File: config.mk
export PLATFORM = sky130hd
export DESIGN_NAME = mips_multicycle_control_flat
export DESIGN_NICKNAME = d
export VERILOG_FILES = /design/src/rtl/mips_multicycle_control_pkg.sv /design/src/rtl/mips_multicycle_control_if.sv /design/src/rtl/mips_multicycle_control_perf.sv /design/src/rtl/mips_multicycle_control.sv /design/src/flat_wrapper.sv
export SDC_FILE = /design/constraint.sdc
export NUM_CORES = 1
export LEC_CHECK = 0
export ABC_AREA = 1
export CAP_MARGIN = 10
export CORE_AREA = 5 5 70 72
export CTS_CLUSTER_DIAMETER = 30
export CTS_CLUSTER_SIZE = 10
export DETAILED_ROUTE_END_ITERATION = 7
export DIE_AREA = 0 0 75 77
export PLACE_DENSITY = 0.95
export SETUP_SLACK_MARGIN = 0.1
export SKIP_LAST_GASP = 1
export SYNTH_ARGS = -nofsm -noshare
export SYNTH_HDL_FRONTEND = slang
export SYNTH_SLANG_ARGS = --single-unit
File: constraint.sdc
create_clock -name clk -period 4.1 [get_ports clk]
set_input_delay 0.41 -clock clk [delete_from_list [all_inputs] [get_ports clk]]
set_output_delay 0.41 -clock clk [all_outputs]
set_load 0.05 [all_outputs]
File: src/rtl/mips_multicycle_control_pkg.sv
// Shared types and encodings for the multicycle MIPS control sequencer.
package mips_mc_pkg;

  typedef enum logic [3:0] {
    FETCH    = 4'd0,
    DECODE   = 4'd1,
    MEMADR   = 4'd2,
    MEMRD    = 4'd3,
    MEMWB    = 4'd4,
    MEMWR    = 4'd5,
    RTYPE_EX = 4'd6,
    RTYPE_WB = 4'd7,
    IMM_EX   = 4'd8,
    IMM_WB   = 4'd9,
    LUI_WB   = 4'd10,
    BRANCH   = 4'd11,
    JUMP     = 4'd12,
    JR       = 4'd13,
    TRAP     = 4'd14
  } state_t;

  localparam logic [5:0] OP_RTYPE = 6'h00;
  localparam logic [5:0] OP_J     = 6'h02;
  localparam logic [5:0] OP_BEQ   = 6'h04;
  localparam logic [5:0] OP_BNE   = 6'h05;
  localparam logic [5:0] OP_ADDI  = 6'h08;
  localparam logic [5:0] OP_ANDI  = 6'h0C;
  localparam logic [5:0] OP_ORI   = 6'h0D;
  localparam logic [5:0] OP_LUI   = 6'h0F;
  localparam logic [5:0] OP_LW    = 6'h23;
  localparam logic [5:0] OP_SW    = 6'h2B;
  localparam logic [5:0] FN_JR    = 6'h08;

  localparam logic [2:0] ALU_ADD   = 3'b000;
  localparam logic [2:0] ALU_SUB   = 3'b001;
  localparam logic [2:0] ALU_OR    = 3'b010;
  localparam logic [2:0] ALU_AND   = 3'b011;
  localparam logic [2:0] ALU_RTYPE = 3'b111;

  localparam logic [1:0] SRCB_RT      = 2'd0;
  localparam logic [1:0] SRCB_FOUR    = 2'd1;
  localparam logic [1:0] SRCB_IMM     = 2'd2;
  localparam logic [1:0] SRCB_IMM_SH2 = 2'd3;

  localparam logic [1:0] PCSRC_ALU    = 2'd0;
  localparam logic [1:0] PCSRC_ALUOUT = 2'd1;
  localparam logic [1:0] PCSRC_JUMP   = 2'd2;
  localparam logic [1:0] PCSRC_RS     = 2'd3;

  // States that hold until the unified memory signals completion.
  function automatic logic isMemWait(input state_t s);
    return (s == FETCH) || (s == MEMRD) || (s == MEMWR);
  endfunction

endpackage

File: src/rtl/mips_multicycle_control_if.sv
// Control/status bundle between the multicycle sequencer (master) and the datapath (slave).
interface mips_multicycle_control_if;
  logic [5:0]  opcode;
  logic [5:0]  funct;
  logic        zero;
  logic        mem_ready;
  logic        pc_en;
  logic        iord;
  logic        mem_read;
  logic        mem_write;
  logic        ir_write;
  logic        reg_dst;
  logic        mem_to_reg;
  logic        reg_write;
  logic        alu_src_a;
  logic [1:0]  alu_src_b;
  logic        zero_imm;
  logic        lui;
  logic [1:0]  pc_source;
  logic [2:0]  alu_op;
  logic [3:0]  state;
  logic        retire;
  logic        trap;
  logic        mem_timeout;
  logic [31:0] cycle_count;
  logic [31:0] retire_count;

  modport master (
    input  opcode, funct, zero, mem_ready,
    output pc_en, iord, mem_read, mem_write, ir_write, reg_dst, mem_to_reg,
           reg_write, alu_src_a, alu_src_b, zero_imm, lui, pc_source, alu_op,
           state, retire, trap, mem_timeout, cycle_count, retire_count
  );

  modport slave (
    output opcode, funct, zero, mem_ready,
    input  pc_en, iord, mem_read, mem_write, ir_write, reg_dst, mem_to_reg,
           reg_write, alu_src_a, alu_src_b, zero_imm, lui, pc_source, alu_op,
           state, retire, trap, mem_timeout, cycle_count, retire_count
  );
endinterface

File: src/rtl/mips_multicycle_control_perf.sv
// Free-running cycle and retired-instruction counters, wrapping modulo 2^32.
module mc_perf_counters (
  input  logic        clk,
  input  logic        reset,
  input  logic        countEn,
  input  logic        retire,
  output logic [31:0] cycleCount,
  output logic [31:0] retireCount
);

  always_ff @(posedge clk or posedge reset) begin
    if (reset) begin
      cycleCount  <= '0;
      retireCount <= '0;
    end else begin
      if (countEn) cycleCount  <= cycleCount + 32'd1;
      if (retire)  retireCount <= retireCount + 32'd1;
    end
  end

endmodule

File: src/rtl/mips_multicycle_control.sv
// Multicycle MIPS control FSM: sequences fetch/decode/execute/memory/writeback.
// Optional performance counters are built when MC_PERF_COUNTERS_EN is defined.
module mips_multicycle_control
  import mips_mc_pkg::*;
#(
  parameter int unsigned WAIT_TIMEOUT = 255
) (
  input  logic                       clk,
  input  logic                       reset,
  mips_multicycle_control_if.master  bus
);

  localparam int unsigned SW = (WAIT_TIMEOUT < 2) ? 1 : $clog2(WAIT_TIMEOUT + 1);
  localparam logic [SW-1:0] LIMIT    = SW'(WAIT_TIMEOUT);
  localparam logic [SW-1:0] LIMIT_M1 = SW'(WAIT_TIMEOUT - 1);

  state_t state, nextState;

  logic       pcEn, iord, memRead, memWrite, irWrite, regDst, memToReg, regWrite;
  logic       aluSrcA, zeroImm, luiSel, retireC;
  logic [1:0] aluSrcB, pcSource;
  logic [2:0] aluOp;
  logic       waiting;
  logic [SW-1:0] stallCnt;
  logic       memTimeout;

  always_ff @(posedge clk or posedge reset) begin
    if (reset) state <= FETCH;
    else       state <= nextState;
  end

  always_comb begin
    nextState = state;
    pcEn      = 1'b0;
    iord      = 1'b0;
    memRead   = 1'b0;
    memWrite  = 1'b0;
    irWrite   = 1'b0;
    regDst    = 1'b0;
    memToReg  = 1'b0;
    regWrite  = 1'b0;
    aluSrcA   = 1'b0;
    aluSrcB   = SRCB_RT;
    zeroImm   = 1'b0;
    luiSel    = 1'b0;
    pcSource  = PCSRC_ALU;
    aluOp     = ALU_ADD;
    retireC   = 1'b0;
    unique case (state)
      FETCH: begin
        memRead = 1'b1;
        aluSrcB = SRCB_FOUR;
        if (bus.mem_ready) begin
          irWrite   = 1'b1;
          pcEn      = 1'b1;
          nextState = DECODE;
        end
      end
      DECODE: begin
        aluSrcB = SRCB_IMM_SH2;
        unique case (bus.opcode)
          OP_RTYPE:                  nextState = (bus.funct == FN_JR) ? JR : RTYPE_EX;
          OP_LW, OP_SW:              nextState = MEMADR;
          OP_ADDI, OP_ANDI, OP_ORI:  nextState = IMM_EX;
          OP_LUI:                    nextState = LUI_WB;
          OP_BEQ, OP_BNE:            nextState = BRANCH;
          OP_J:                      nextState = JUMP;
          default:                   nextState = TRAP;
        endcase
      end
      MEMADR: begin
        aluSrcA   = 1'b1;
        aluSrcB   = SRCB_IMM;
        nextState = (bus.opcode == OP_SW) ? MEMWR : MEMRD;
      end
      MEMRD: begin
        memRead = 1'b1;
        iord    = 1'b1;
        if (bus.mem_ready) nextState = MEMWB;
      end
      MEMWB: begin
        regWrite  = 1'b1;
        memToReg  = 1'b1;
        retireC   = 1'b1;
        nextState = FETCH;
      end
      MEMWR: begin
        memWrite = 1'b1;
        iord     = 1'b1;
        if (bus.mem_ready) begin
          retireC   = 1'b1;
          nextState = FETCH;
        end
      end
      RTYPE_EX: begin
        aluSrcA   = 1'b1;
        aluOp     = ALU_RTYPE;
        nextState = RTYPE_WB;
      end
      RTYPE_WB: begin
        regWrite  = 1'b1;
        regDst    = 1'b1;
        retireC   = 1'b1;
        nextState = FETCH;
      end
      IMM_EX: begin
        aluSrcA = 1'b1;
        aluSrcB = SRCB_IMM;
        if (bus.opcode == OP_ANDI) begin
          aluOp   = ALU_AND;
          zeroImm = 1'b1;
        end else if (bus.opcode == OP_ORI) begin
          aluOp   = ALU_OR;
          zeroImm = 1'b1;
        end
        nextState = IMM_WB;
      end
      IMM_WB: begin
        regWrite  = 1'b1;
        retireC   = 1'b1;
        nextState = FETCH;
      end
      LUI_WB: begin
        regWrite  = 1'b1;
        luiSel    = 1'b1;
        retireC   = 1'b1;
        nextState = FETCH;
      end
      BRANCH: begin
        aluSrcA   = 1'b1;
        aluOp     = ALU_SUB;
        pcSource  = PCSRC_ALUOUT;
        pcEn      = (bus.opcode == OP_BNE) ? ~bus.zero : bus.zero;
        retireC   = 1'b1;
        nextState = FETCH;
      end
      JUMP: begin
        pcSource  = PCSRC_JUMP;
        pcEn      = 1'b1;
        retireC   = 1'b1;
        nextState = FETCH;
      end
      JR: begin
        pcSource  = PCSRC_RS;
        pcEn      = 1'b1;
        retireC   = 1'b1;
        nextState = FETCH;
      end
      TRAP:    nextState = TRAP;
      default: nextState = FETCH;
    endcase
  end

  // Waiting states never change state while stalled, so clearing on
  // "not waiting" also covers every state change.
  assign waiting = isMemWait(state) && !bus.mem_ready;

  always_ff @(posedge clk or posedge reset) begin
    if (reset) begin
      stallCnt   <= '0;
      memTimeout <= 1'b0;
    end else if (!waiting) begin
      stallCnt <= '0;
    end else begin
      if (stallCnt != LIMIT) stallCnt <= stallCnt + 1'b1;
      if ((WAIT_TIMEOUT != 0) && (stallCnt == LIMIT_M1)) memTimeout <= 1'b1;
    end
  end

  // Strobes are masked while reset is asserted so nothing is written mid-reset.
  assign bus.pc_en       = pcEn     & ~reset;
  assign bus.mem_read    = memRead  & ~reset;
  assign bus.mem_write   = memWrite & ~reset;
  assign bus.ir_write    = irWrite  & ~reset;
  assign bus.reg_write   = regWrite & ~reset;
  assign bus.retire      = retireC  & ~reset;
  assign bus.iord        = iord;
  assign bus.reg_dst     = regDst;
  assign bus.mem_to_reg  = memToReg;
  assign bus.alu_src_a   = aluSrcA;
  assign bus.alu_src_b   = aluSrcB;
  assign bus.zero_imm    = zeroImm;
  assign bus.lui         = luiSel;
  assign bus.pc_source   = pcSource;
  assign bus.alu_op      = aluOp;
  assign bus.state       = state;
  assign bus.trap        = (state == TRAP);
  assign bus.mem_timeout = memTimeout;

`ifdef MC_PERF_COUNTERS_EN
  mc_perf_counters uPerf (
    .clk         (clk),
    .reset       (reset),
    .countEn     (state != TRAP),
    .retire      (bus.retire),
    .cycleCount  (bus.cycle_count),
    .retireCount (bus.retire_count)
  );
`else
  assign bus.cycle_count  = '0;
  assign bus.retire_count = '0;
`endif

endmodule

File: src/flat_wrapper.sv
// flat-port wrapper written by rule: the top's interface ports become plain ports
module mips_multicycle_control_flat import mips_mc_pkg::*;
#(
  parameter int unsigned WAIT_TIMEOUT = 255
)
  (clk, reset, bus_opcode, bus_funct, bus_zero, bus_mem_ready, bus_pc_en, bus_iord, bus_mem_read, bus_mem_write, bus_ir_write, bus_reg_dst, bus_mem_to_reg, bus_reg_write, bus_alu_src_a, bus_alu_src_b, bus_zero_imm, bus_lui, bus_pc_source, bus_alu_op, bus_state, bus_retire, bus_trap, bus_mem_timeout, bus_cycle_count, bus_retire_count);
  mips_multicycle_control_if bus_i ();
  input  logic clk;
  input  logic reset;
  input wire logic [$bits(bus_i.opcode)-1:0] bus_opcode;
  input wire logic [$bits(bus_i.funct)-1:0] bus_funct;
  input wire logic [$bits(bus_i.zero)-1:0] bus_zero;
  input wire logic [$bits(bus_i.mem_ready)-1:0] bus_mem_ready;
  output wire logic [$bits(bus_i.pc_en)-1:0] bus_pc_en;
  output wire logic [$bits(bus_i.iord)-1:0] bus_iord;
  output wire logic [$bits(bus_i.mem_read)-1:0] bus_mem_read;
  output wire logic [$bits(bus_i.mem_write)-1:0] bus_mem_write;
  output wire logic [$bits(bus_i.ir_write)-1:0] bus_ir_write;
  output wire logic [$bits(bus_i.reg_dst)-1:0] bus_reg_dst;
  output wire logic [$bits(bus_i.mem_to_reg)-1:0] bus_mem_to_reg;
  output wire logic [$bits(bus_i.reg_write)-1:0] bus_reg_write;
  output wire logic [$bits(bus_i.alu_src_a)-1:0] bus_alu_src_a;
  output wire logic [$bits(bus_i.alu_src_b)-1:0] bus_alu_src_b;
  output wire logic [$bits(bus_i.zero_imm)-1:0] bus_zero_imm;
  output wire logic [$bits(bus_i.lui)-1:0] bus_lui;
  output wire logic [$bits(bus_i.pc_source)-1:0] bus_pc_source;
  output wire logic [$bits(bus_i.alu_op)-1:0] bus_alu_op;
  output wire logic [$bits(bus_i.state)-1:0] bus_state;
  output wire logic [$bits(bus_i.retire)-1:0] bus_retire;
  output wire logic [$bits(bus_i.trap)-1:0] bus_trap;
  output wire logic [$bits(bus_i.mem_timeout)-1:0] bus_mem_timeout;
  output wire logic [$bits(bus_i.cycle_count)-1:0] bus_cycle_count;
  output wire logic [$bits(bus_i.retire_count)-1:0] bus_retire_count;
  assign bus_i.opcode = bus_opcode;
  assign bus_i.funct = bus_funct;
  assign bus_i.zero = bus_zero;
  assign bus_i.mem_ready = bus_mem_ready;
  assign bus_pc_en = bus_i.pc_en;
  assign bus_iord = bus_i.iord;
  assign bus_mem_read = bus_i.mem_read;
  assign bus_mem_write = bus_i.mem_write;
  assign bus_ir_write = bus_i.ir_write;
  assign bus_reg_dst = bus_i.reg_dst;
  assign bus_mem_to_reg = bus_i.mem_to_reg;
  assign bus_reg_write = bus_i.reg_write;
  assign bus_alu_src_a = bus_i.alu_src_a;
  assign bus_alu_src_b = bus_i.alu_src_b;
  assign bus_zero_imm = bus_i.zero_imm;
  assign bus_lui = bus_i.lui;
  assign bus_pc_source = bus_i.pc_source;
  assign bus_alu_op = bus_i.alu_op;
  assign bus_state = bus_i.state;
  assign bus_retire = bus_i.retire;
  assign bus_trap = bus_i.trap;
  assign bus_mem_timeout = bus_i.mem_timeout;
  assign bus_cycle_count = bus_i.cycle_count;
  assign bus_retire_count = bus_i.retire_count;
  mips_multicycle_control #(.WAIT_TIMEOUT(WAIT_TIMEOUT)) u_core (.clk(clk), .reset(reset), .bus(bus_i));
endmodule
==> out/qor.tcl, run 1 <==
set qor(input_output_buffers) 40
set qor(hold_start) {u_core.bus.mem_timeout$_DFFE_PP0P_}
set qor(setup.worst_path.class) {in2out}
set qor(cts.clk_slew.worst_paths_ns) 0.06
set qor(share_of_layout_cells_above_drive_strength_1_pct) 6.920
set qor(horizontal_extent_of_the_die_um) 75
set qor(cell_area_after_layout_sq_um) 1879
set qor(number_of_cells_traversed_by_the_worst_hold_path) 1
set qor(rsz0062_at_grt) {false}
set qor(ys_warn_count) 0
set qor(placed_cells_incl_taps) 337
set qor(tightestPinTransition_ns) 0.5386
set qor(hold_end) {u_core.bus.mem_timeout$_DFFE_PP0P_}
set qor(numCtsBuffers) 3
set qor(gp_congestion) 0.8572
set qor(instances_no_fill) 341
set qor(worstPathCellList) {clkdlybuf4s50_1 -> inv_1 -> nor3_1 -> a21o_1 -> nand3_1 -> a21oi_1 -> clkdlybuf4s50_1}
set qor(htreeDepth) 1
set qor(area_growth_pct) 15.98
set qor(cts-root-buf) {clkbuf_8}
set qor(timing.critical_path.fanout_max) 5
set qor(critical_path.most_common_cell) {clkdlybuf4s50_1}
set qor(placement.cell_area_sq_um) 1834
set qor(worstRegToRegCells) 10
set qor(synthesis.instances) 247
set qor(p_leak_nw) 0.9475
set qor(ys.flop_type) {dfrtp_1}
set qor(pwr-share-seq_pct) 17.2
set qor(power.combinational.fraction_pct) 72.7
set qor(reg2reg_slack_ns) 2.55
set qor(hold_class) {reg2reg}
set qor(drt-initial-drc-count) 81
set qor(skew_ns) 0.0006912
set qor(viasPerCell) 4.381
set qor(clock_sink_count) 13
set qor(core.rowCount) 24
set qor(setup.worst_path.end_class) {output port}
set qor(finalCoreUtilization_pct) 44.39
set qor(via_count_of_the_first_global_routing_pass) 1366
set qor(timing.fmax_mhz) 346.7
set qor(report.final.hold_viol_count) 0
set qor(dr_total_vias) 1494
set qor(final-seq-area_sq_um) 325.3
set qor(setup_viol_count_final) 0
set qor(globalRoute.totalOverflow) 0
set qor(wire_length_of_the_first_global_routing_pass_mm) 5.940
set qor(grt_util_all_layers_pct) 12.72
set qor(firstDrtPassIters) 4
set qor(cp_data_arrival_time_ns) 2.47
set qor(fillCellCount) 437
set qor(regToRegEndpoint) {u_core.stallCnt[7]$_DFFE_PP0P_}
set qor(fin_hold_ws_ns) 0.4979
set qor(syn-cell-area_sq_um) 1620
set qor(multi_input_area_sq_um) 928.4
set qor(number_of_buffers_inserted_for_hold_repair_after_clock_tree_synthesis) 0
set qor(maxSlewViolCount) 0
set qor(initial_core_utilization_pct) 38.27
set qor(layout_worst_path_cycle_share_pct) 70.34
set qor(ioPinCount) 105
set qor(syn-mean-instance-area_sq_um) 6.560
set qor(setup_total_negative_slack_ns) 0
set qor(grt_max_degree) 15
set qor(crit_path_start_kind) {primary input}
set qor(drt_wl_total_mm) 3.718
set qor(critical-path-max-stage-delay_ns) 0.82
set qor(clk-insertion-delay-late_ns) 0.24
set qor(post_synthesis_sequential_area_ratio_pct) 20.08
set qor(die-area_sq_um) 5775
set qor(cts.repair.resized) 0
set qor(antenna_found_initial) 0
set qor(core-area_sq_um) 4234
set qor(cts_max_path_buffers) 2
set qor(async_reset_ff_share_pct) 100.0
set qor(max-cap-violations) 0
set qor(ir_drop_mv) 0.1607
set qor(n_antenna_cell) 0
set qor(power.share.clock_pct) 10.1
set qor(place.detailed.hpwl_mm) 3.172
set qor(outcome) {finished clean}
set qor(drcViolationCount) 0
set qor(finish.net_count) 308
set qor(yosysUniqueCellTypes) 29
set qor(critical-path-slowest-cell) {clkdlybuf4s50_1}
set qor(synth-edff-count) 0
set qor(power_density_nw_per_um2) 613.1
set qor(timing.max_slew.rel_slack_pct) 63.98
set qor(reg2reg_from) {u_core.stallCnt[0]$_DFFE_PP0P_}
set qor(finalWorstPathRequiredPeriod_ns) 2.884
set qor(cp_data_required_time_ns) 3.69
set qor(postRouteAntennaNets) 0
set qor(p_sw_w) 0.0007099
set qor(die_height_um) 77
set qor(post_cts.repair.setup_buffers) 0
set qor(internal-power_w) 0.0004423
set qor(yosys_register_bits) 13
set qor(switching_share_pct) 61.61
set qor(cts_tree) {done}
set qor(wire_per_inst_um) 10.90
[layout by cell type (no fill, tap or decap), types with 2 or more instances in the layout]
master            n
o21ai_0           7
nor3_1            6
inv_1            26
o21ai_1           2
conb_1           64
dfrtp_1          13
clkdlybuf4s50_1  40
nor2_2            3
nand2_1          43
nand2_2           3
clkbuf_8          3
nor2_4            4
inv_2             3
nand3_1          11
a211oi_1          2
nand4_1           3
ha_1              2
nor2_1           36
a21oi_1           6
[cell families after synthesis]
logic type               Yosys count  share of synthesized area, %
AO/OA/AOI/OAI                     25                         10.12
adder cells (fa/ha/maj)            2                         1.544
buffers and inverters             95                         37.22
flip-flops                        13                         20.08
other                              1                        0.2314
AND/OR/NAND/NOR                  111                         30.81
[metal layers]
metal / routed length, um / track usage (%) / share of wire, % / vias up
met1: 1272 / 13.93 / 34 / 685
li1: - / - / - / 732
met3: 441 / 3.137 / 12 / 6
met2: 1957 / 22.47 / 53 / 71
met4: 46 / 5.338 / 1.2 / 0
met5: 0 / 0 / 0 / -
[through the flow]
step                setup WS (ns)  total power, W
floorplan                   1.049       0.0008622
global placement            1.241        0.001025
detailed placement          1.226        0.001037
CTS                         1.219        0.001157
global route                1.073        0.001222
finish                      1.216        0.001152
[worst max path at each step]
stage,from,end,slack (ns),depth (start not counted)
after floorplan,u_core.bus.state[1]$_DFFE_PP0P_,bus_reg_write,1.05,5
after global placement,bus_opcode[0],bus_pc_en,1.24,7
after detailed placement,bus_opcode[0],bus_pc_en,1.23,7
after CTS,bus_opcode[0],bus_pc_en,1.22,7
after global routing,u_core.bus.state[1]$_DFFE_PP0P_,bus_pc_en,1.07,8
final,bus_opcode[0],bus_pc_en,1.22,7
[registers in the layout, indices dropped and copies added (netlist names)]
name / flops
u_core.stallCnt: 8
u_core.bus.state: 4
u_core.bus.mem_timeout: 1
[critical path, delay by kind of cell]
| family | cells | cell delay (ns) |
|---|---|---|
| compound gates | 2 | 0.28 |
| buf+inv | 3 | 1.44 |
| simple gates | 2 | 0.34 |
[synth_stat cells (2+ instances only)]
cell type | instances | area share, %
buf_4 | 65 | 30
nand2_1 | 43 | 10
nor2_1 | 36 | 8.3
inv_1 | 26 | 6.0
dfrtp_1 | 13 | 20
nand3_1 | 11 | 3.4
o21ai_0 | 7 | 2.2
a21oi_1 | 6 | 1.9
nor3_1 | 6 | 1.9
nor2_4 | 4 | 2.8
inv_2 | 3 | 0.69
nand2_2 | 3 | 1.2
nand4_1 | 3 | 1.2
nor2_2 | 3 | 1.2
a211oi_1 | 2 | 0.93
ha_1 | 2 | 1.5
o21ai_1 | 2 | 0.62
[area by class of cell]
class                   count  share of cell area, %
clock buffers               4                  2.397
inverters                  30                  6.125
multi-input cells         202                  49.40
flip-flops and latches     13                  17.31
well taps                  52                  3.462
repair buffers             40                  21.30
[power by group through the flow]
stage                     combinational, W  clock [W]  sequential, W
after global placement            0.000829          0       0.000196
after floorplan                   0.000626          0       0.000236
after detailed placement          0.000839          0       0.000198
after global routing              0.000894   0.000125       0.000203
final                             0.000838   0.000116       0.000198
after CTS                         0.000841   0.000119       0.000197
No activity file was read; power rests on OpenSTA's default activity.
==> inputs of run 2 (changes only) <==
--- a/config.mk
+++ b/config.mk
@@ -7,12 +7,12 @@
 export LEC_CHECK = 0
 export ABC_AREA = 1
 export CAP_MARGIN = 10
-export CORE_AREA = 5 5 70 72
+export CORE_AREA = 5 5 77 79
 export CTS_CLUSTER_DIAMETER = 30
 export CTS_CLUSTER_SIZE = 10
 export DETAILED_ROUTE_END_ITERATION = 7
-export DIE_AREA = 0 0 75 77
-export PLACE_DENSITY = 0.95
+export DIE_AREA = 0 0 82 84
+export PLACE_DENSITY = 0.85
 export SETUP_SLACK_MARGIN = 0.1
 export SKIP_LAST_GASP = 1
 export SYNTH_ARGS = -nofsm -noshare
==> constraint.sdc (replaced) <==
create_clock -name clk -period 2.5 [get_ports clk]
set_input_delay 0.25 -clock clk [delete_from_list [all_inputs] [get_ports clk]]
set_output_delay 0.25 -clock clk [all_outputs]
set_load 0.05 [all_outputs]
==> run 2 against run 1 <==
Effect of this change: hold slack improved by 0.0025 ns; first-iteration DRC count decreased by 60%; power increased by 65%; die area increased by 19%; count of clock-buffer cells in the layout unchanged; via count decreased by 3.5%; sequential share of layout area decreased by 0.54 points; register-to-register slack got worse by 1.6 ns; combinational power increased by 66%; critical path depth decreased by 4; critical path type is now reg2out; critical endpoint is now bus_trap; largest power group unchanged; highest routed layer unchanged.
==> out/qor.tcl, run 2 (same netlist as run 1, synthesis figures left out) <==
set qor(clock_sink_count) 13 ;# unchanged
set qor(placement.cell_area_sq_um) 1891 ;# was 1834 sq um
set qor(number_of_cells_traversed_by_the_worst_hold_path) 1 ;# unchanged
set qor(die_height_um) 84 ;# was 77 um
set qor(setup.worst_path.class) {reg2out} ;# was in2out
set qor(timing.fmax_mhz) 436.6
set qor(ioPinCount) 105 ;# unchanged
set qor(number_of_flip_flops_under_the_largest_register_name) 8 ;# unchanged
set qor(placement.setup.worst_slack_ns) 0.3571 ;# was 1.226 ns
set qor(layout_commonest_cell) {conb_1} ;# unchanged
set qor(setup.worst_path.end_class) {output port} ;# unchanged
set qor(grt_max_degree) 14 ;# was 15
set qor(n_antenna_cell) 0 ;# unchanged
set qor(core-area_sq_um) 5270 ;# was 4234 sq um
set qor(tightestPinTransition_ns) 0.5518 ;# was 0.5386 ns
set qor(wire_length_of_the_first_global_routing_pass_mm) 5.623 ;# was 5.940 mm
set qor(die-area_sq_um) 6888 ;# was 5775 sq um
set qor(maxSlewViolCount) 0 ;# unchanged
set qor(finish.net_count) 309 ;# was 308
set qor(grt_util_all_layers_pct) 10.10 ;# was 12.72%
set qor(fillCellCount) 555 ;# was 437
set qor(max_flop_register) {u_core.stallCnt} ;# unchanged
set qor(place.detailed.hpwl_mm) 3.132 ;# was 3.172 mm
set qor(cp_data_arrival_time_ns) 2.04 ;# was 2.47 ns
set qor(rsz0062_at_grt) {false} ;# unchanged
set qor(placed_cells_incl_taps) 358 ;# was 337
set qor(post_cts.repair.setup_buffers) 0 ;# unchanged
set qor(layout_worst_path_cycle_share_pct) 91.61
set qor(gp_congestion) 0.9397 ;# was 0.8572
set qor(viasPerCell) 3.981 ;# was 4.381
set qor(share_of_layout_cells_above_drive_strength_1_pct) 11.03 ;# was 6.920%
set qor(area_growth_pct) 19.69 ;# was 15.98%
set qor(critical-path-slowest-cell) {clkdlybuf4s50_1} ;# unchanged
set qor(most_frequent_cells_in_the_layout) {conb_1 (64), nand2_1 (43), nor2_1 (35)} ;# was conb_1 (64), nand2_1 (43), clkdlybuf4s50_1 (40)
set qor(cts_max_path_buffers) 2 ;# unchanged
set qor(horizontal_extent_of_the_die_um) 82 ;# was 75 um
set qor(cell_area_after_layout_sq_um) 1939 ;# was 1879 sq um
set qor(input_output_buffers) 40 ;# unchanged
set qor(numCtsBuffers) 3 ;# unchanged
set qor(timing.critical_path.fanout_max) 10 ;# was 5
set qor(crit_path_start_kind) {flip-flop} ;# was primary input
set qor(final-seq-area_sq_um) 325.3 ;# unchanged
set qor(drcViolationCount) 0 ;# unchanged
set qor(worstRegToRegCells) 10 ;# unchanged
set qor(via_count_of_the_first_global_routing_pass) 1337 ;# was 1366
set qor(firstDrtPassIters) 6 ;# was 4
set qor(outcome) {finished clean} ;# unchanged
set qor(worstPathCellList) {nand2_2 -> nor2_1 -> clkdlybuf4s50_1} ;# was clkdlybuf4s50_1 -> inv_1 -> nor3_1 -> a21o_1 -> nand3_1 -> a21oi_1 -> clkdlybuf4s50_1
set qor(cts_tree) {done} ;# unchanged
set qor(clk-insertion-delay-late_ns) 0.25 ;# was 0.24 ns
set qor(wire_per_inst_um) 10.00 ;# was 10.90 um
set qor(setup_viol_count_final) 0 ;# unchanged
set qor(cp_data_required_time_ns) 2.25 ;# was 3.69 ns
set qor(hold_class) {reg2reg} ;# unchanged
set qor(cts.clk_slew.worst_paths_ns) 0.06 ;# about the same
set qor(multi_input_area_sq_um) 937.1 ;# was 928.4 sq um
set qor(fin_hold_ws_ns) 0.5004 ;# was 0.4979 ns
set qor(cts-root-buf) {clkbuf_8} ;# unchanged
set qor(drt_wl_total_mm) 3.620 ;# was 3.718 mm
set qor(instances_no_fill) 362 ;# was 341
set qor(globalRoute.totalOverflow) 0 ;# unchanged
set qor(finalWorstPathRequiredPeriod_ns) 2.290
set qor(skew_ns) 0.006695 ;# was 0.0006912 ns
set qor(dr_total_vias) 1441 ;# was 1494
set qor(power_density_nw_per_um2) 980.3 ;# was 613.1 nW/um^2
set qor(drt-initial-drc-count) 32 ;# was 81
set qor(ir_drop_mv) 0.4275 ;# was 0.1607 mV
set qor(post-route-worst-setup-slack_ns) 0.2097 ;# was 1.216 ns
set qor(core.rowCount) 27 ;# was 24
set qor(timing.max_slew.rel_slack_pct) 63.10 ;# was 63.98%
set qor(antenna_found_initial) 0 ;# unchanged
set qor(report.final.hold_viol_count) 0 ;# unchanged
set qor(htreeDepth) 1 ;# unchanged
set qor(p_leak_nw) 1.015 ;# was 0.9475 nW
set qor(critical-path-max-stage-delay_ns) 0.84 ;# was 0.82 ns
set qor(postRouteAntennaNets) 0 ;# unchanged
set qor(max-cap-violations) 0 ;# unchanged
set qor(initial_core_utilization_pct) 30.75 ;# was 38.27%
==> run 2: path summary, 6_finish.rpt <==
check | slack (ns) | to | start
setup / recovery | 0.21 | bus_trap | u_core.bus.state[1]$_DFFE_PP0P_
hold / removal | 0.50 | u_core.bus.mem_timeout$_DFFE_PP0P_ | u_core.bus.mem_timeout$_DFFE_PP0P_
setup reg to reg | 0.91 | u_core.stallCnt[7]$_DFFE_PP0P_ | u_core.stallCnt[1]$_DFFE_PP0P_
hold reg to reg | 0.50 | u_core.bus.mem_timeout$_DFFE_PP0P_ | u_core.bus.mem_timeout$_DFFE_PP0P_
max in group asynchronous | 1.83 | u_core.stallCnt[3]$_DFFE_PP0P_ | reset
min in group asynchronous | 0.51 | u_core.bus.state[1]$_DFFE_PP0P_ | reset
==> run 2: critical path, delay by kind of cell, from the launching register on <==
family,cells,cell delay (ns)
buffers and inverters,1,0.84
flip-flops,1,0.58
AND/OR/NAND/NOR,2,0.37
==> run 2: cell type report <==
cell class	instances	area share (%)
multi-input combinational	202	48.32
sequential	13	16.77
tap	72	4.645
inverter	30	5.935
clock buffer	4	2.323
timing repair buffer	41	22.00
==> run 2: what timing repair did <==
action / 4_1_cts / 5_1_grt
hold buffers: 0 / 0
gates resized for setup: 1 / 2
endpoints found under the setup margin: 1 / 2
pin swaps: 0 / 0
==> run 2: power by group <==
part / switching, W / leakage [nW] / internal, W
clock: 0.0000760 / 0.0228 / 0.000113
sequential: 0.0000695 / 0.176 / 0.000250
combinational: 0.00101 / 0.816 / 0.000378
==> run 2: per-layer routing <==
metal	share of wire, %	track usage (%)	up-vias
li1	-	-	729
met1	36	10.54	647
met3	9.7	2.808	3
met5	0	0	-
met2	53	18.96	62
met4	0.99	2.870	0
==> run 2: stage by stage <==
stage               utilization, %  TNS (ns)  power (W)
floorplan                        -   -0.3885   0.001420
global placement             35.87         0   0.001723
detailed placement           35.87         0   0.001734
CTS                          36.70         0   0.001920
global route                 36.80         0   0.002025
finish                       36.80         0   0.001901
